## config.mk

```make
export PLATFORM = sky130hd
export DESIGN_NAME = hazard_unit_flat
export DESIGN_NICKNAME = d
export VERILOG_FILES = /design/src/rtl/hazard_unit_if.sv /design/src/rtl/hazard_unit.sv /design/src/flat_wrapper.sv
export SDC_FILE = /design/constraint.sdc
export NUM_CORES = 1
export LEC_CHECK = 0
export BUFFER_PORTS_ARGS = -buffer_cell sky130_fd_sc_hd__buf_4
export CAP_MARGIN = 20
export CORE_ASPECT_RATIO = 1.25
export CORE_MARGIN = 2
export CORE_UTILIZATION = 40
export CTS_CLUSTER_DIAMETER = 50
export DETAILED_ROUTE_END_ITERATION = 8
export PLACE_DENSITY_LB_ADDON = 0.3
export SLEW_MARGIN = 20
export SYNTH_ARGS = -nofsm -noshare
export SYNTH_HDL_FRONTEND = slang
export SYNTH_SLANG_ARGS = --single-unit
export TNS_END_PERCENT = 30
```

## constraint.sdc

```tcl
create_clock -name clk -period 9.9 [get_ports clk]
set_input_delay 1.485 -clock clk [delete_from_list [all_inputs] [get_ports clk]]
set_output_delay 1.485 -clock clk [all_outputs]
set_load 0.02 [all_outputs]
```

## src/rtl/hazard_unit_if.sv

```systemverilog
// hazard_unit_if: decode-to-hazard-unit bundle.
// The decode side (master) presents the per-instruction decode; the hazard
// unit (slave) returns the stall, the forwarding selects and the status.
interface hazard_unit_if #(
   parameter int REG_W   = 5,
   parameter int STAGE_W = 3
);
   logic               id_valid;
   logic [REG_W-1:0]   id_rs;
   logic [REG_W-1:0]   id_rt;
   logic               id_rs_used;
   logic               id_rt_used;
   logic [STAGE_W-1:0] id_rs_need;
   logic [STAGE_W-1:0] id_rt_need;
   logic [REG_W-1:0]   id_dst;
   logic [STAGE_W-1:0] id_ready;
   logic               id_mul_start;
   logic               id_mul_div;
   logic               id_mul_read;
   logic               stall;
   logic [STAGE_W-1:0] fwd_rs;
   logic [STAGE_W-1:0] fwd_rt;
   logic               mul_busy;
   logic [31:0]        stall_count;

   modport master (
      output id_valid, id_rs, id_rt, id_rs_used, id_rt_used, id_rs_need,
             id_rt_need, id_dst, id_ready, id_mul_start, id_mul_div, id_mul_read,
      input  stall, fwd_rs, fwd_rt, mul_busy, stall_count
   );

   modport slave (
      input  id_valid, id_rs, id_rt, id_rs_used, id_rt_used, id_rs_need,
             id_rt_need, id_dst, id_ready, id_mul_start, id_mul_div, id_mul_read,
      output stall, fwd_rs, fwd_rt, mul_busy, stall_count
   );
endinterface

```

## src/rtl/hazard_unit.sv

```systemverilog
// hazard_unit: D-stage interlock and forwarding controller.
// Tracks in-flight writers in stages 1..STAGES-1 plus the mul/div busy
// countdown, and produces stall and the D-stage forwarding selects.
// Optional feature macro: HAZARD_STATS_EN (saturating stall_count statistic);
// when undefined, stall_count is tied to zero and no counter is built.
module hazard_unit #(
   parameter int STAGES     = 4,
   parameter int REG_W      = 5,
   parameter int STAGE_W    = 3,
   parameter int MUL_CYCLES = 5,
   parameter int DIV_CYCLES = 10
) (
   input  logic          clk,
   input  logic          reset,
   hazard_unit_if.slave  bus
);
   localparam int CNT_MAX = (MUL_CYCLES > DIV_CYCLES) ? MUL_CYCLES : DIV_CYCLES;
   localparam int CNT_W   = $clog2(CNT_MAX + 1);

   // In-flight writer entries, index = stage (1 = E ... STAGES-1 = W)
   logic [STAGES-1:1]  r_vld;
   logic [REG_W-1:0]   r_dst [1:STAGES-1];
   logic [STAGE_W-1:0] r_rdy [1:STAGES-1];
   logic [CNT_W-1:0]   r_cnt;

   logic               w_rs_hit, w_rt_hit;
   logic [STAGE_W-1:0] w_rs_stage, w_rt_stage;
   logic [STAGE_W-1:0] w_rs_rdy, w_rt_rdy;
   logic               w_rs_haz, w_rt_haz, w_mul_haz;
   logic               w_stall, w_busy, w_accept_start;
   logic [STAGE_W-1:0] w_fwd_rs, w_fwd_rt;

   // Youngest-writer search: scan oldest to youngest so the lowest stage wins
   always_comb begin
      w_rs_hit   = 1'b0;
      w_rs_stage = '0;
      w_rs_rdy   = '0;
      w_rt_hit   = 1'b0;
      w_rt_stage = '0;
      w_rt_rdy   = '0;
      for (int s = STAGES - 1; s >= 1; s--) begin
         logic m_rs, m_rt;
         m_rs = r_vld[s] && (r_dst[s] == bus.id_rs) && (bus.id_rs != '0);
         m_rt = r_vld[s] && (r_dst[s] == bus.id_rt) && (bus.id_rt != '0);
         w_rs_hit   = m_rs ? 1'b1 : w_rs_hit;
         w_rs_stage = m_rs ? STAGE_W'(s) : w_rs_stage;
         w_rs_rdy   = m_rs ? r_rdy[s] : w_rs_rdy;
         w_rt_hit   = m_rt ? 1'b1 : w_rt_hit;
         w_rt_stage = m_rt ? STAGE_W'(s) : w_rt_stage;
         w_rt_rdy   = m_rt ? r_rdy[s] : w_rt_rdy;
      end
   end

   // Hazard terms, stall and forwarding selects for the instruction in D
   always_comb begin
      // hazard when the value will not exist by the stage that consumes it
      w_rs_haz = bus.id_rs_used && w_rs_hit &&
                 (({1'b0, w_rs_stage} + {1'b0, bus.id_rs_need}) <= {1'b0, w_rs_rdy});
      w_rt_haz = bus.id_rt_used && w_rt_hit &&
                 (({1'b0, w_rt_stage} + {1'b0, bus.id_rt_need}) <= {1'b0, w_rt_rdy});
      w_busy    = (r_cnt != '0);
      w_mul_haz = bus.id_valid && (bus.id_mul_start || bus.id_mul_read) && w_busy;
      w_stall   = bus.id_valid && (w_rs_haz || w_rt_haz || w_mul_haz);
      w_accept_start = bus.id_valid && bus.id_mul_start && !w_stall;
      w_fwd_rs = (bus.id_rs_used && w_rs_hit && (w_rs_stage > w_rs_rdy)) ? w_rs_stage : '0;
      w_fwd_rt = (bus.id_rt_used && w_rt_hit && (w_rt_stage > w_rt_rdy)) ? w_rt_stage : '0;
   end

   // Outputs are forced quiet while reset is held
   assign bus.stall    = reset ? 1'b0 : w_stall;
   assign bus.fwd_rs   = reset ? '0 : w_fwd_rs;
   assign bus.fwd_rt   = reset ? '0 : w_fwd_rt;
   assign bus.mul_busy = reset ? 1'b0 : w_busy;

   // Writer pipeline: shift toward W; a stalled D injects a bubble into stage 1
   always_ff @(posedge clk) begin
      if (reset) begin
         r_vld <= '0;
         for (int s = 1; s < STAGES; s++) begin
            r_dst[s] <= '0;
            r_rdy[s] <= '0;
         end
      end else begin
         for (int s = STAGES - 1; s >= 2; s--) begin
            r_vld[s] <= r_vld[s-1];
            r_dst[s] <= r_dst[s-1];
            r_rdy[s] <= r_rdy[s-1];
         end
         r_vld[1] <= bus.id_valid && !w_stall;
         r_dst[1] <= bus.id_dst;
         r_rdy[1] <= bus.id_ready;
      end
   end

   // Mul/div countdown: reload on an accepted start, otherwise run down to zero
   always_ff @(posedge clk) begin
      if (reset) begin
         r_cnt <= '0;
      end else if (w_accept_start) begin
         r_cnt <= bus.id_mul_div ? CNT_W'(DIV_CYCLES) : CNT_W'(MUL_CYCLES);
      end else if (w_busy) begin
         r_cnt <= r_cnt - CNT_W'(1);
      end else begin
         r_cnt <= r_cnt;
      end
   end

`ifdef HAZARD_STATS_EN
   logic [31:0] r_stall_count;

   // Saturating count of stalled cycles
   always_ff @(posedge clk) begin
      if (reset) begin
         r_stall_count <= 32'd0;
      end else if (w_stall && (r_stall_count != 32'hFFFF_FFFF)) begin
         r_stall_count <= r_stall_count + 32'd1;
      end else begin
         r_stall_count <= r_stall_count;
      end
   end

   assign bus.stall_count = r_stall_count;
`else
   assign bus.stall_count = 32'd0;
`endif

endmodule
```

## src/flat_wrapper.sv

```systemverilog
// flat-port wrapper written by rule: the top's interface ports become plain ports
module hazard_unit_flat 
#(
   parameter int STAGES     = 4,
   parameter int REG_W      = 5,
   parameter int STAGE_W    = 3,
   parameter int MUL_CYCLES = 5,
   parameter int DIV_CYCLES = 10
)
  (clk, reset, bus_id_valid, bus_id_rs, bus_id_rt, bus_id_rs_used, bus_id_rt_used, bus_id_rs_need, bus_id_rt_need, bus_id_dst, bus_id_ready, bus_id_mul_start, bus_id_mul_div, bus_id_mul_read, bus_stall, bus_fwd_rs, bus_fwd_rt, bus_mul_busy, bus_stall_count);
  hazard_unit_if #(.REG_W(REG_W), .STAGE_W(STAGE_W)) bus_i ();
  input  logic clk;
  input  logic reset;
  input wire logic [$bits(bus_i.id_valid)-1:0] bus_id_valid;
  input wire logic [$bits(bus_i.id_rs)-1:0] bus_id_rs;
  input wire logic [$bits(bus_i.id_rt)-1:0] bus_id_rt;
  input wire logic [$bits(bus_i.id_rs_used)-1:0] bus_id_rs_used;
  input wire logic [$bits(bus_i.id_rt_used)-1:0] bus_id_rt_used;
  input wire logic [$bits(bus_i.id_rs_need)-1:0] bus_id_rs_need;
  input wire logic [$bits(bus_i.id_rt_need)-1:0] bus_id_rt_need;
  input wire logic [$bits(bus_i.id_dst)-1:0] bus_id_dst;
  input wire logic [$bits(bus_i.id_ready)-1:0] bus_id_ready;
  input wire logic [$bits(bus_i.id_mul_start)-1:0] bus_id_mul_start;
  input wire logic [$bits(bus_i.id_mul_div)-1:0] bus_id_mul_div;
  input wire logic [$bits(bus_i.id_mul_read)-1:0] bus_id_mul_read;
  output wire logic [$bits(bus_i.stall)-1:0] bus_stall;
  output wire logic [$bits(bus_i.fwd_rs)-1:0] bus_fwd_rs;
  output wire logic [$bits(bus_i.fwd_rt)-1:0] bus_fwd_rt;
  output wire logic [$bits(bus_i.mul_busy)-1:0] bus_mul_busy;
  output wire logic [$bits(bus_i.stall_count)-1:0] bus_stall_count;
  assign bus_i.id_valid = bus_id_valid;
  assign bus_i.id_rs = bus_id_rs;
  assign bus_i.id_rt = bus_id_rt;
  assign bus_i.id_rs_used = bus_id_rs_used;
  assign bus_i.id_rt_used = bus_id_rt_used;
  assign bus_i.id_rs_need = bus_id_rs_need;
  assign bus_i.id_rt_need = bus_id_rt_need;
  assign bus_i.id_dst = bus_id_dst;
  assign bus_i.id_ready = bus_id_ready;
  assign bus_i.id_mul_start = bus_id_mul_start;
  assign bus_i.id_mul_div = bus_id_mul_div;
  assign bus_i.id_mul_read = bus_id_mul_read;
  assign bus_stall = bus_i.stall;
  assign bus_fwd_rs = bus_i.fwd_rs;
  assign bus_fwd_rt = bus_i.fwd_rt;
  assign bus_mul_busy = bus_i.mul_busy;
  assign bus_stall_count = bus_i.stall_count;
  hazard_unit #(.STAGES(STAGES), .REG_W(REG_W), .STAGE_W(STAGE_W), .MUL_CYCLES(MUL_CYCLES), .DIV_CYCLES(DIV_CYCLES)) u_core (.clk(clk), .reset(reset), .bus(bus_i));
endmodule
```

==> impl_results.md <==
* Status: finished clean
* Post-synth top area cell: dfxtp_1
* Initial drt markers at 36
* CTS tree: built
* N_diodes at 0
* Area delta synth->final at 13.7%
* Slew Limit Headroom at 54.1%
* Total global-route track usage at between 10% and 20%
* FF-to-FF setup slack at a little over 6 ns
* Number of flops mapped to enable cells by yosys at 0
* Core Util, Final at 46.2%
* Required time worst endpoint at 8.42 ns
* Largest cells by area after synthesis: dfxtp_1 27%, xnor2_1 12%, buf_4 11%
* Pin count of the biggest net entering global routing at 38
* Slew Limit Fails at 0
* CP arrival at 5.06 ns
* R2R depth at 15
* CTS resizes at 0
* Worst skew pair latency at about 0.28 ns
* Clock Root Buffer: clkbuf_8
* I/O pin count at about 70
* DPL Wire Length at roughly 3.6 mm
* Ys async rst share at 0%
* Max VDD drop at between 90 and 100 µV
* Mean Syn Cell Area at 8.94 µm²
* Worst min path class: flip-flop to flip-flop
* Initial antenna violation count at 0
* RSZ-0062 raised after global routing: no
* Setup TNS at 0 ns
* Drt first pass iters at 4
* Clock tree buffer depth at 2
* Commonest cells after routing, fill and taps aside: 37 x buf_4, 34 x conb_1, 33 x xnor2_1
* Nets at 347
* # hold bufs at CTS at 0
* CORE AREA at 5700 µm²
* Reg2Reg Capture Point: u_core.r_cnt[0]
* Number of routed nets with antenna violations at 0
* Buffer count from post-CTS setup fixing at 0
* Synth warn at 0
* Synth Flop Type: dfxtp_1
* #FFs+latches synth at 31
* Htree depth at 2
* Global-route wire length before repair at about 7.4 mm
* Setup violators final at 0
* Most common cell after layout, fill and taps aside: buf_4
* Post-Syn Area at approximately 2300 µm²
* Gpl congestion at 0.818
* Final Hold Slack at 0.486 ns
* Clock Skews at ~0.0033 ns
* Residual DRC count at 0
* Mapped Cells at approximately 260
* Power, Total at 0.000363 W
* Post-DR vias/cell at 4.77
* Initial core utilization at 40.6%
* Max-Cap Viols at 0
* Clock Sinks at 31
* Cells after DPL at 357
* WL per Instance at 12.1 µm
* R2r startpoint: u_core.r_dst[0][19]
* Die ar. at 6420 µm²
* Row cnt at 31
* Crit path max fanout at 6
* Worst slew pin tran at between 0.6 and 0.7 ns
* Tmin final at between 6 and 7 ns
* PortBufs at 37
* Global route overflow at 0
* Crit path to: bus_stall
* Post-synth cell types at 41
* Clock-pin slew on the worst setup and hold paths at roughly 0.06 ns
* Critical Path Source: bus_id_rt[1]
* Critical path launch point type: input port
* Share of cells above drive strength 1 at between 15 and 20%
* Pwr/cell area at 138 nW/µm²
* Crit path kind: input port to primary output
* Post-synthesis sequential area ratio at about 27%
* Final hold violation count at 0
* Vias in the first global route at 1654
* Via count at 1737
* Total routed wirelength at approximately 4.4 mm
* CP Capture Type: primary output
* CTS Buf Count at 5
* Chip width at between 70 and 80 µm
* Share of the synthesized area in the top cell type at between 20 and 30%
* Final period utilization at 66.1%
* Chip height at 89.1 µm
* Final Instance Count excl. Fillers at around 360
* Fmax at 0.153 GHz
* Leakage at 1.11 nW
## metal layers
metal  vias up  routed length (µm)  GRT usage [%]
met2        58                2240           27.2
met3         9                 214           3.61
li1        890                   -              -
met4         0                 109           7.55
met1       780                1850           16.3
met5         -                   0              0
## cell type report
type	count	area, µm²
well taps	66	82.6
flip-flops and latches	31	621
multi-input cells	202	1470
inverters	21	78.8
repair buffers	37	278
clock inverters	1	30.0
fillers	588	3070
clock buffers	6	72.6
## worst min path at each step
stage | slack (ns) | start | end | cells past startpoint
2_1_floorplan | 0.45 | u_core.r_rdy[0][4] | u_core.r_rdy[0][7] | 1
3_3_place_gp | 0.47 | u_core.r_vld[2] | u_core.r_vld[3] | 1
3_5_place_dp | 0.49 | u_core.r_vld[1] | u_core.r_vld[2] | 1
4_1_cts | 0.49 | u_core.r_vld[2] | u_core.r_vld[3] | 1
5_1_grt | 0.51 | u_core.r_rdy[0][7] | u_core.r_rdy[0][10] | 1
6_report | 0.49 | u_core.r_vld[2] | u_core.r_vld[3] | 1
## critical path, stage by stage
cell,delay (ns)
buf_4,0.13
or4_4,0.54
nor2_4,0.15
nor3_1,0.11
o21ai_0,0.37
ha_1,0.25
inv_1,0.06
fa_1,0.48
inv_1,0.05
ha_1,0.28
nor2b_1,0.13
o21ai_0,0.14
a32oi_1,0.11
a311oi_4,0.28
nor3_1,0.11
nor3b_1,0.20
buf_4,0.17
## cells in the mapped netlist (3+ instances only)
master	n
inv_1	21
buf_4	34
nor3_1	6
a21oi_1	4
mux2_2	3
nand2_1	9
clkbuf_1	4
nand4_1	6
xnor2_1	33
dfxtp_1	31
ha_1	15
o21ai_0	11
nor2b_1	30
o2111a_1	4
nor2_1	7
or3_4	5
## sequential cells by signal, indices dropped and copies added, names as in the netlist
| signal | flops |
|---|---|
| u_core.r_cnt | 4 |
| u_core.r_vld | 3 |
| u_core.r_dst | 15 |
| u_core.r_rdy | 9 |
## power by group
group          internal (W)  switching, W  leakage (nW)
logic             0.0000450     0.0000544         0.803
clock network     0.0000736     0.0000445        0.0513
registers          0.000137    0.00000924         0.255
total              0.000255      0.000108          1.11
## per-stage QoR
stage          setup WS [ns]  instance area, µm²
2_1_floorplan           3.64                2440
3_3_place_gp            3.40                2530
3_5_place_dp            3.34                2530
4_1_cts                 3.33                2630
5_1_grt                 2.98                2630
6_report                3.35                2630
## cell families (layout without fill, tap and decap cells)
kind of cell             count (synthesis)  count (layout)  share of synthesized area (%)
AO/OA/AOI/OAI                           34              34                           11.5
XOR/XNOR                                33              33                           12.5
adder cells (fa/ha/maj)                 17              17                           9.83
buffers and inverters                   59              65                           15.1
flip-flops                              31              31                           26.8
multiplexers                             6               6                           2.81
other                                    1              34                          0.162
AND/OR/NAND/NOR                         78              78                           21.4
(Power assumes the default switching activity.)
